===== config.mk =====
export PLATFORM = sky130hd
export DESIGN_NAME = pc_call_stack
export DESIGN_NICKNAME = d
export VERILOG_FILES = /design/src/rtl/pc_pkg.sv /design/src/rtl/return_stack.sv /design/src/rtl/pc_call_stack.sv
export SDC_FILE = /design/constraint.sdc
export NUM_CORES = 1
export LEC_CHECK = 0
export ABC_AREA = 1
export BUFFER_PORTS_ARGS = -buffer_cell sky130_fd_sc_hd__buf_2
export CAP_MARGIN = 5
export CORE_ASPECT_RATIO = 1.25
export CORE_UTILIZATION = 55
export CTS_CLUSTER_DIAMETER = 50
export DETAILED_ROUTE_END_ITERATION = 8
export PLACE_DENSITY = 0.77
export SYNTH_ARGS = -nofsm -noshare
export SYNTH_HDL_FRONTEND = slang
export SYNTH_SLANG_ARGS = --single-unit

===== constraint.sdc =====
create_clock -name clk -period 2.7 [get_ports clk]
set_input_delay 0.405 -clock clk [delete_from_list [all_inputs] [get_ports clk]]
set_output_delay 0.405 -clock clk [all_outputs]
set_load 0.05 [all_outputs]

===== src/rtl/pc_pkg.sv =====
// Shared next-PC source encodings for the fetch-path
// program counter and its decoder.
package pc_pkg;

  localparam logic [2:0] SEL_INC  = 3'b000;
  localparam logic [2:0] SEL_ABS  = 3'b001;
  localparam logic [2:0] SEL_MEM  = 3'b010;
  localparam logic [2:0] SEL_REL  = 3'b011;
  localparam logic [2:0] SEL_CALL = 3'b100;
  localparam logic [2:0] SEL_RET  = 3'b101;

endpackage


===== src/rtl/return_stack.sv =====
// Register-array LIFO holding return addresses;
// push when full and pop when empty are dropped.
module return_stack #(
  parameter  int W     = 16,
  parameter  int DEPTH = 8,
  localparam int DW    = $clog2(DEPTH + 1),
  localparam int AW    = (DEPTH > 1) ? $clog2(DEPTH) : 1
) (
  input  logic          clk,
  input  logic          rst,
  input  logic          push,
  input  logic          pop,
  input  logic [W-1:0]  din,
  output logic [W-1:0]  dout,
  output logic [DW-1:0] depth,
  output logic          full,
  output logic          empty
);

  logic [W-1:0]  mem [DEPTH];
  logic [DW-1:0] sp;
  logic [DW-1:0] top_idx;
  logic          do_push;
  logic          do_pop;

  assign full    = (sp == DW'(DEPTH));
  assign empty   = (sp == '0);
  assign depth   = sp;
  assign do_push = push & ~full;
  assign do_pop  = pop & ~empty;
  assign top_idx = sp - DW'(1);
  assign dout    = mem[top_idx[AW-1:0]];

  always_ff @(posedge clk or negedge rst) begin
    if (!rst) begin
      sp <= '0;
    end else if (do_push) begin
      sp <= sp + DW'(1);
    end else if (do_pop) begin
      sp <= sp - DW'(1);
    end
  end

  // Contents survive reset; only the pointer is cleared.
  always_ff @(posedge clk) begin
    if (do_push) begin
      mem[sp[AW-1:0]] <= din;
    end
  end

endmodule


===== src/rtl/pc_call_stack.sv =====
// Program counter with jump/branch sources and a
// hardware return-address stack for CALL/RET.
module pc_call_stack
  import pc_pkg::*;
#(
  parameter  int              PC_W     = 16,
  parameter  int              MADDR_W  = 10,
  parameter  int              DEPTH    = 8,
  parameter  logic [PC_W-1:0] RESET_PC = '0,
  localparam int              DW       = $clog2(DEPTH + 1)
) (
  input  logic               clk,
  input  logic               rst,
  input  logic               pc_en,
  input  logic [2:0]         sel,
  input  logic [PC_W-1:0]    imm,
  input  logic [MADDR_W-1:0] mem_addr,
  output logic [PC_W-1:0]    cnt,
  output logic [DW-1:0]      depth,
  output logic               stk_full,
  output logic               stk_empty,
  output logic               stk_err
);

  logic [PC_W-1:0] nxt;
  logic [PC_W-1:0] ret_addr;
  logic [PC_W-1:0] cnt_inc;
  logic            push;
  logic            pop;
  logic            err_set;

  assign cnt_inc = cnt + PC_W'(1);

  return_stack #(
    .W     (PC_W),
    .DEPTH (DEPTH)
  ) u_stack (
    .clk   (clk),
    .rst   (rst),
    .push  (push & pc_en),
    .pop   (pop & pc_en),
    .din   (cnt_inc),
    .dout  (ret_addr),
    .depth (depth),
    .full  (stk_full),
    .empty (stk_empty)
  );

  always_comb begin
    nxt     = cnt;
    push    = 1'b0;
    pop     = 1'b0;
    err_set = 1'b0;
    unique case (1'b1)
      sel == SEL_INC: nxt = cnt_inc;
      sel == SEL_ABS: nxt = imm;
      sel == SEL_MEM: nxt = PC_W'(mem_addr);
      sel == SEL_REL: nxt = cnt + imm;
      sel == SEL_CALL: begin
        if (stk_full) begin
          err_set = 1'b1;
        end else begin
          push = 1'b1;
          nxt  = imm;
        end
      end
      sel == SEL_RET: begin
        if (stk_empty) begin
          err_set = 1'b1;
        end else begin
          pop = 1'b1;
          nxt = ret_addr;
        end
      end
      default: nxt = cnt;
    endcase
  end

  always_ff @(posedge clk or negedge rst) begin
    if (!rst) begin
      cnt     <= RESET_PC;
      stk_err <= 1'b0;
    end else if (pc_en) begin
      cnt     <= nxt;
      stk_err <= stk_err | err_set;
    end
  end

endmodule


; Word-level counts from Yosys, hierarchy flattened
; Memory sizes are Yosys's and may differ from the RTL's.
; Cells that the tools add are included.
[word_totals]
reg_bits = 21
ram_bits = 128
in_bits = 32
out_inout_bits = 23
elab_cells = 42
mem_count = 1
[mem_list]
columns = memory, words, word_bits, read_ports, rd_ports_with_merged_regs, wr, line
row1 = u_stack.mem, 8, 16, 1, 0, 1, return_stack.sv:20  ; logic [W-1:0] mem [DEPTH];
[classes]
add_sub_neg = 4
n_eq_ne = 8
muxes = 14
n_bitwise = 7
reduce_logical = 5
[ops]
columns = op, count
row1 = $pmux 16 s6, 1
row2 = $mux 16, 2
row3 = $add 16x1->16 const B, 1
row4 = $add 16x16->16, 1
row5 = $mux 1, 8
row6 = $mux 4, 2
row7 = $eq 3x2->1 const B, 2
row8 = $eq 3x3->1 const B, 2
row9 = $reduce_bool 6->1, 1
row10 = $add 4x1->4 const B, 1
row11 = $and 1x1->1, 4
row12 = $eq 4x4->1 const B, 1
row13 = $logic_not 4->1, 1
row14 = $ne 2x2->1 const B, 2
row15 = $reduce_and 4->1, 1
row16 = $sub 4x1->4 const B, 1
row17 = $eq 3x1->1 const B, 1
row18 = $logic_not 3->1, 1
row19 = $not 1->1, 2
row20 = $pmux 1 s2, 1
row21 = $reduce_bool 2->1, 1
row22 = $or 1x1->1, 1

; Depth between registers and ports, before layout
; Gate-level depths: netlist (run 1).
[depth]
word_depth = 7
depth_mapped = 15
depth_no_buf = 13

; Cells and area by module
; Synthesis (run 1) repeated with hierarchy kept, for this count alone.
[hier_totals]
cells_unflattened = 905
hier_area_um2 = 7951.4
[by_module_without_submodules]
columns = mod, instances, cells_each, area_per_inst_um2, seq_area_each_um2
row1 = return_stack, 1, 447, 5358.9, 3943.8
row2 = pc_call_stack, 1, 458, 2592.5, 425.4

; Least setup slack after synthesis (run 1)
; Ideal clock, no wire load.
[synth_timing]
path_type = register to register
startpoint = register u_stack.sp[0], in the netlist u_stack.depth[0]
endpoint = memory u_stack.mem[1][0], enable pin
setup_time_ns = 0.409
arrival_ns = 2.931
required_ns = 2.291
setup_slack_ns = -0.640
stages_incl_launch_ff = 10
path_buffers = 2
period_less_slack_ns = 3.340
cell_sequence = dfrtp_1 inv_2 buf_2 buf_2 ha_1 nand3_2 nand2_1 nor2_4 nand2_2 nor3_1
[synth_between]
elab_chain_cells = 7
word_cells_on_any_way = 8
cone_classes = eq/ne: 1 / mux: 4 / bitwise: 3
[synth_rtl]
columns = element, line
row1 = "start, declared", return_stack.sv:21  ; logic [DW-1:0] sp;
row2 = "start signal, assigned", return_stack.sv:38  ; sp <= sp + DW'(1);
row3 = "start signal, assigned", return_stack.sv:40  ; sp <= sp - DW'(1);
row4 = $eq 4x4->1, return_stack.sv:26  ; assign full = (sp == DW'(DEPTH));
row5 = $mux 1, pc_call_stack.sv:60  ; if (stk_full) begin
row6 = $mux 1, pc_call_stack.sv:54  ; unique case (1'b1)
row7 = $and 1x1->1, pc_call_stack.sv:40  ; .push (push & pc_en),
row8 = $and 1x1->1, return_stack.sv:29  ; assign do_push = push & ~full;
row9 = $mux 1, return_stack.sv:46  ; if (do_push) begin
row10 = $mux 1 (not written as such), return_stack.sv:47  ; mem[sp[AW-1:0]] <= din;
row11 = "end, declared", return_stack.sv:20
; Parallel ways exist; a longest one is shown, timed or not.

; Final worst setup path (run 1)
[layout_timing]
startpoint = register u_stack.sp[1], in the netlist u_stack.depth[1]
endpoint = output stk_empty
[layout_between]
elab_chain_cells = 1
[layout_rtl]
columns = element, line
row1 = $logic_not 4->1, return_stack.sv:27  ; assign empty = (sp == '0);
row2 = "end, declared", pc_call_stack.sv:21  ; output logic stk_empty,
; Every way passes these cells.

==> results of run 1 <==
## worst min-delay path, delay by kind of cell
kind                   cells  cell delay (ps)
buffers and inverters      2              230
AOI/OAI and AO/OA          1               80
## cell families (layout without fill, tap and decap cells)
kind of cell / Yosys count / count (layout) / share of synthesized area (%)
AO/OA/AOI/OAI: 122 / 122 / 9.38
XOR/XNOR: 11 / 11 / 1.31
adder cells (fa/ha/maj): 19 / 19 / 3.10
buffers and inverters: 130 / 208 / 7.02
flip-flops: 149 / 149 / 55.2
AND/OR/NAND/NOR: 451 / 451 / 24.0
## flip-flops by register name, summed over array words and instances (netlist names)
| signal | cells |
|---|---|
| u_stack.mem | 128 |
| cnt | 16 |
| u_stack.depth | 4 |
| stk_err | 1 |
## worst min-delay path by stage
stage | startpoint | to | slack, ps | depth (start not counted)
after floorplan | rst | cnt[0] | 110 | 0
after global routing | pc_en | stk_err | 350 | 3
after detailed placement | rst | cnt[1] | 420 | 1
final | pc_en | stk_err | 340 | 3
after global placement | rst | cnt[1] | 420 | 1
after CTS | pc_en | stk_err | 330 | 3
## layer usage
metal / vias to the layer above / part of all wire (%)
li1: 3087 / -
met1: 2935 / 40
met2: 275 / 51
met3: 51 / 5.8
met4: 0 / 3.7
met5: - / 0
## layout by cell type, fill, tap and decap left out, drive strengths merged
master       count
xnor2            4
fa               1
clkbuf          22
xor2             7
a22oi            6
nand3b           3
o21ai           73
nand4            8
nor3            13
o21a             3
edfxtp         128
bufinv           3
a21oi           12
o211ai          22
o22ai            1
and2             2
nand2          208
dfrtp           21
nor2           143
buf             75
nand3           67
clkinv           9
and3             1
clkinvlp         2
a211o            1
ha              18
inv             96
dlygate4sd3      1
o221ai           3
o21bai           1
or2              6
## power by group through the flow
stage | logic [mW] | clock network [mW] | registers (mW)
2_1_floorplan | 2.99 | 0 | 3.53
3_3_place_gp | 4.44 | 0 | 3.17
3_5_place_dp | 4.53 | 0 | 3.17
4_1_cts | 4.56 | 2.38 | 3.12
5_1_grt | 5.02 | 2.46 | 3.15
6_report | 4.58 | 2.36 | 3.13
## per-stage QoR
| stage | total power [mW] | std cells | setup WS, ps | area, µm² | utilization [%] |
|---|---|---|---|---|---|
| final | 10.1 | 1135 | 409 | 9010 | 64.6 |
| after global routing | 10.6 | 1135 | 222 | 9010 | 64.6 |
| after floorplan | 6.52 | 882 | -194 | 7920 | - |
| after CTS | 10.1 | 1135 | 399 | 9010 | 64.6 |
| after global placement | 7.61 | 1102 | 543 | 8400 | 60.3 |
| after detailed placement | 7.69 | 1102 | 432 | 8400 | 60.3 |
## timing repair
item,in CTS,in global routing
resized for setup,0,0
hold endpoints to repair,21,0
hold buffers,1,0
## final cells by class
cell class / count / area [µm²] / share of cell area, %
multi-input combinational: 603 / 3000 / 33.3
timing repair buffer: 76 / 450 / 5.00
tap: 175 / 219 / 2.43
clock inverter: 10 / 130 / 1.44
inverter: 100 / 378 / 4.20
clock buffer: 22 / 464 / 5.15
sequential: 149 / 4370 / 48.5
==> run summary, run 1 <==
Nets: 998
CTS Root Cell: clkbuf_16
M2 GR Usage: 47.7%
CTS tree: yes
Most used DFF post-synth: edfxtp_1
Final setup viols: 0
Stages on worst setup path: 5
Initial antenna violation count: 0
RR Endpoint: cnt[15]
Crit-path slowest cell: dfrtp_1
Final ANT Viol Nets: 0
Largest net degree at the start of global routing: 69
Combinational power share: 45.5%
Worst path arrival time: 1890 ps
Starting Density: 56.8%
Critical path capture point type: output pin
Crit-path max cell delay: 460 ps
Total congestion overflow: 0
Post-synthesis register bit count: 149
Synth area leader: edfxtp_1
Wire length per cell: 17.3 µm
CP bufs+invs: 2
Number of DRC markers in iteration 0: 645
Die footprint: 0.0149 mm²
Syn Inst Count: 882
CTS max path bufs: 2
P&R area growth vs syn: 13.8%
Crit start category: flop
Clk slew on worst S/H paths: 60 ps
Top-count cell post-synth: nand2_1
Layout cells sized above 1: 15.3%
Num CTS Buffers: 17
Fill count: 1,116
Crit-path cells: inv_1 -> ha_1 -> nand2_2 -> nor2_2 -> buf_2
Worst Hold Slack: 338 ps
Worst EP required: 2300 ps
Met3 Resource Use GR: 3.79%
Count of different cell masters after synthesis: 44
Total track usage: 27.8%
Top-Level Pins: 55
Internal power: 5.79 mW
Unrepaired setup endpoints after global routing: false
Clk_lat worst skew: 420 ps
Row count: 48
Core area: 0.0139 mm²
Post-synth top area share: 48.6%
Pins Over Slew Limit: 0
HPWL after DPL: 13,200 µm
H-tree Lvls: 4
GRT Max-Usage Layer: met2
Vias in the first global route: 6,039
Worst min path class: in -> reg
Seq/Total Area, Yosys: 55.2%
Clock sink count: 149
Outcome: finished clean
Psw: 4.28 mW
I/O Buffers: 54
Worst-path maximum fanout: 7
Worst setup startpoint: u_stack.depth[1]
Fin crit period: 2290 ps
LEAKAGE: 3.85 nW
Rel. slew slack: 47.5%
Largest delay contributor family on the critical path: flip-flops
Chip height: 136 µm
Worst-Margin Slew: 787 ps
DRC viols: 0
Clk_skew: 7.77 ps
Max-cap viol count: 0
DR vias/cell: 5.59
Clock power share: 23.4%
Setup bufs post-CTS: 0
Die width: 109 µm
Sequential share of power: 31.1%
Max frequency: 436 MHz
Synth warn: 0
R2R depth: 12
GPL Wtd Cong: 0.892
Final Hold Vio Count: 0
Peak supply drop: 0.675 mV
First-pass GRT wire length: 30,300 µm
Reg2reg start: u_stack.depth[1]
Synth top cells by count: nand2_1, nor2_1, edfxtp_1
FFs w/ async S/R, synth: 14.1%
Synth Cell Area: 0.00791 mm²
Post-synth EDFFs: 128
DR pass1 iterations: 5
Fin crit share: 84.9%
Synth area leaders: edfxtp_1, nand2_1, dfrtp_1
Crit Path Class: reg -> out
Diodes inserted: 0
PwrDens: 1120 mW/mm²
Routing usage on met1: 34.0%
Avg Inst Size Synth: 8.97 µm²
Total Wirelength: 19,700 µm
Switching Share: 42.5%
CP endpoint: stk_empty
Mapped Nets: 933
Final setup TNS: 0 ps
Vias: 6,348
Reg2reg setup slack: 450 ps
Note: power is estimated with default switching activity, not from simulation.
==> inputs of run 2 (changes only) <==
clock period = 2.01 ns   (was 2.7 ns; I/O delays follow)
==> run 2 against run 1 <==
Total power increased by 41%. Sequential share of layout area decreased by 2.1 points. Routed wire length increased by 4.3%. Final cell count increased by 2.0%. Count of clock-buffer cells in the layout decreased by 5. Critical path depth unchanged. Core utilization increased by 3.0 points.
==> run summary, run 2 (same netlist as run 1, synthesis figures left out) <==
Switching Share: 43.5% (+0.97 points)
Commonest non-fill, non-tap cell in the layout: nand2_1
Layout cells sized above 1: 19.6% (+4.3 points)
Clk slew on worst S/H paths: 60 ps (about the same)
Cell area after layout: 0.00943 mm² (+4.7%)
Crit-path slowest cell: dfrtp_2
Row count: 48 (unchanged)
Total congestion overflow: 0 (unchanged)
CTS Root Cell: clkbuf_16
Initial antenna violation count: 0 (unchanged)
Max frequency: 516 MHz
Internal power: 8.01 mW (+38%)
Crit-path cells: inv_1 -> ha_4 -> nand2_2 -> nor2_4 -> buf_4
Largest net degree at the start of global routing: 67 (-2.9%)
Wire length per cell: 17.7 µm (+2.2%)
Worst-path maximum fanout: 3 (-4)
CTS tree: yes
Total track usage: 29.6% (+1.8 points)
DR pass1 iterations: 6 (+1)
GPL Wtd Cong: 0.932 (+4.6%)
Rel. slew slack: 44.6% (-2.9 points)
Chip height: 136 µm (unchanged)
I/O Buffers: 54 (unchanged)
Outcome: finished clean
Clk_lat worst skew: 420 ps (about the same)
CTS max path bufs: 2 (unchanged)
Critical path capture point type: output pin
Fin util: 67.7% (+3.0 points)
Pre-CTS WS: 46.6 ps (-386 ps)
Worst-Margin Slew: 828 ps (+40.7 ps)
Psw: 6.16 mW (+44%)
Total Wirelength: 20,500 µm (+4.3%)
Worst min path class: in -> reg
Crit start category: flop
Crit Path Class: reg -> out
Starting Density: 56.8% (unchanged)
Fin crit period: 1940 ps
Fill count: 1,087 (-2.6%)
Nets: 1,021 (+2.3%)
H-tree Lvls: 4 (unchanged)
Clk_skew: 8.71 ps (+0.944 ps)
HPWL after DPL: 14,300 µm (+8.8%)
Combinational power share: 48.3% (+2.8 points)
Max reg flops: 128 (unchanged)
LEAKAGE: 4.00 nW (+3.9%)
PwrDens: 1500 mW/mm² (+34%)
Vias: 6,488 (+2.2%)
Final ANT Viol Nets: 0 (unchanged)
Pins Over Slew Limit: 0 (unchanged)
Setup ws final: 72.0 ps (-337 ps)
Hold path depth: 3 (unchanged)
Num CTS Buffers: 17 (unchanged)
P&R area growth vs syn: 19.1%
Placed inst area: 0.00874 mm² (+4.0%)
Max-cap viol count: 0 (unchanged)
Final setup viols: 0 (unchanged)
Final Hold Vio Count: 0 (unchanged)
Die width: 109 µm (unchanged)
Sequential share of power: 29.4% (-1.7 points)
Vias in the first global route: 6,174 (+2.2%)
Crit-path max cell delay: 400 ps (-60 ps)
Worst path arrival time: 1640 ps (-250 ps)
DR vias/cell: 5.60 (+0.18%)
Core area: 0.0139 mm² (unchanged)
Die footprint: 0.0149 mm² (unchanged)
Clock power share: 22.3% (-1.1 points)
Fin crit share: 96.4%
Clock sink count: 149 (unchanged)
Tot Pwr: 14.2 mW (+41%)
Top-Level Pins: 55 (unchanged)
Commonest cells after routing, fill and taps aside: nand2_1, nor2_1, edfxtp_1, inv_1, nand3_1
DRC viols: 0 (unchanged)
Peak supply drop: 1.10 mV (+63%)
Worst EP required: 1710 ps (-590 ps)
Diodes inserted: 0 (unchanged)
First-pass GRT wire length: 32,000 µm (+5.7%)
R2R depth: 6 (-6)
Number of DRC markers in iteration 0: 604 (-6.4%)
[run 2: changes by cell type in the layout (fill, tap and decap cells not counted), moves of 5 or more]
cell	delta
buf_12	+9
nor2_4	+5
buf_4	+15
inv_6	+5
nor2_1	-5
[run 2: power by group through the flow]
| stage | combinational, mW | sequential (mW) | clock [mW] |
|---|---|---|---|
| 2_1_floorplan | 4.12 | 4.76 | 0 |
| 3_3_place_gp | 6.54 | 4.20 | 0 |
| 3_5_place_dp | 6.64 | 4.21 | 0 |
| 4_1_cts | 6.70 | 4.15 | 3.17 |
| 5_1_grt | 7.45 | 4.19 | 3.30 |
| 6_report | 6.85 | 4.16 | 3.16 |
[run 2: metal layers]
layer  global-route usage [%]  part of all wire [%]
met5                        0                     0
met4                     12.7                   3.2
met3                     4.41                   5.9
met2                     50.0                    50
met1                     37.7                    41
[run 2: timing repair]
item | CTS | global route
endpoints found under the setup margin | 1 | 12
buffers inserted | 0 | 2
resized for setup | 2 | 12
pin swaps | 0 | 3
cloned | 0 | 0
hold buffers | 1 | 0
hold endpoints to repair | 21 | 0
[run 2: cell type report]
cell class / count / area [µm²] / share of cell area [%]
Timing Repair Buffer: 99 / 738 / 7.83
Multi-Input combinational cell: 603 / 3120 / 33.1
Sequential cell: 149 / 4370 / 46.4
Tap cell: 175 / 219 / 2.32
Inverter: 100 / 382 / 4.05
Clock inverter: 15 / 169 / 1.79
Clock buffer: 17 / 425 / 4.51
[run 2: worst paths after layout]
check / endpoint / slack, ps / start
max in group asynchronous: cnt[9] / 1190 / rst
max reg2reg: cnt[3] / 120 / cnt[0]
min: stk_err / 210 / pc_en
min in group asynchronous: cnt[1] / 420 / rst
max: stk_empty / 70 / u_stack.depth[1]
min reg2reg: stk_err / 530 / stk_err
[run 2: worst max-delay path: cells and delay by family (launching register included)]
kind          cells  cell delay (ps)
flops             1              400
simple gates      2              240
fa+ha+maj         1              200
buf+inv           2              370
[run 2: metrics by stage]
stage          cells  setup TNS (ps)  hold WS, ps
5_1_grt         1158           -21.0          231
2_1_floorplan    882          -36740         5.91
6_report        1158               0          214
3_5_place_dp    1123               0          304
4_1_cts         1156               0          201
3_3_place_gp    1123               0          306
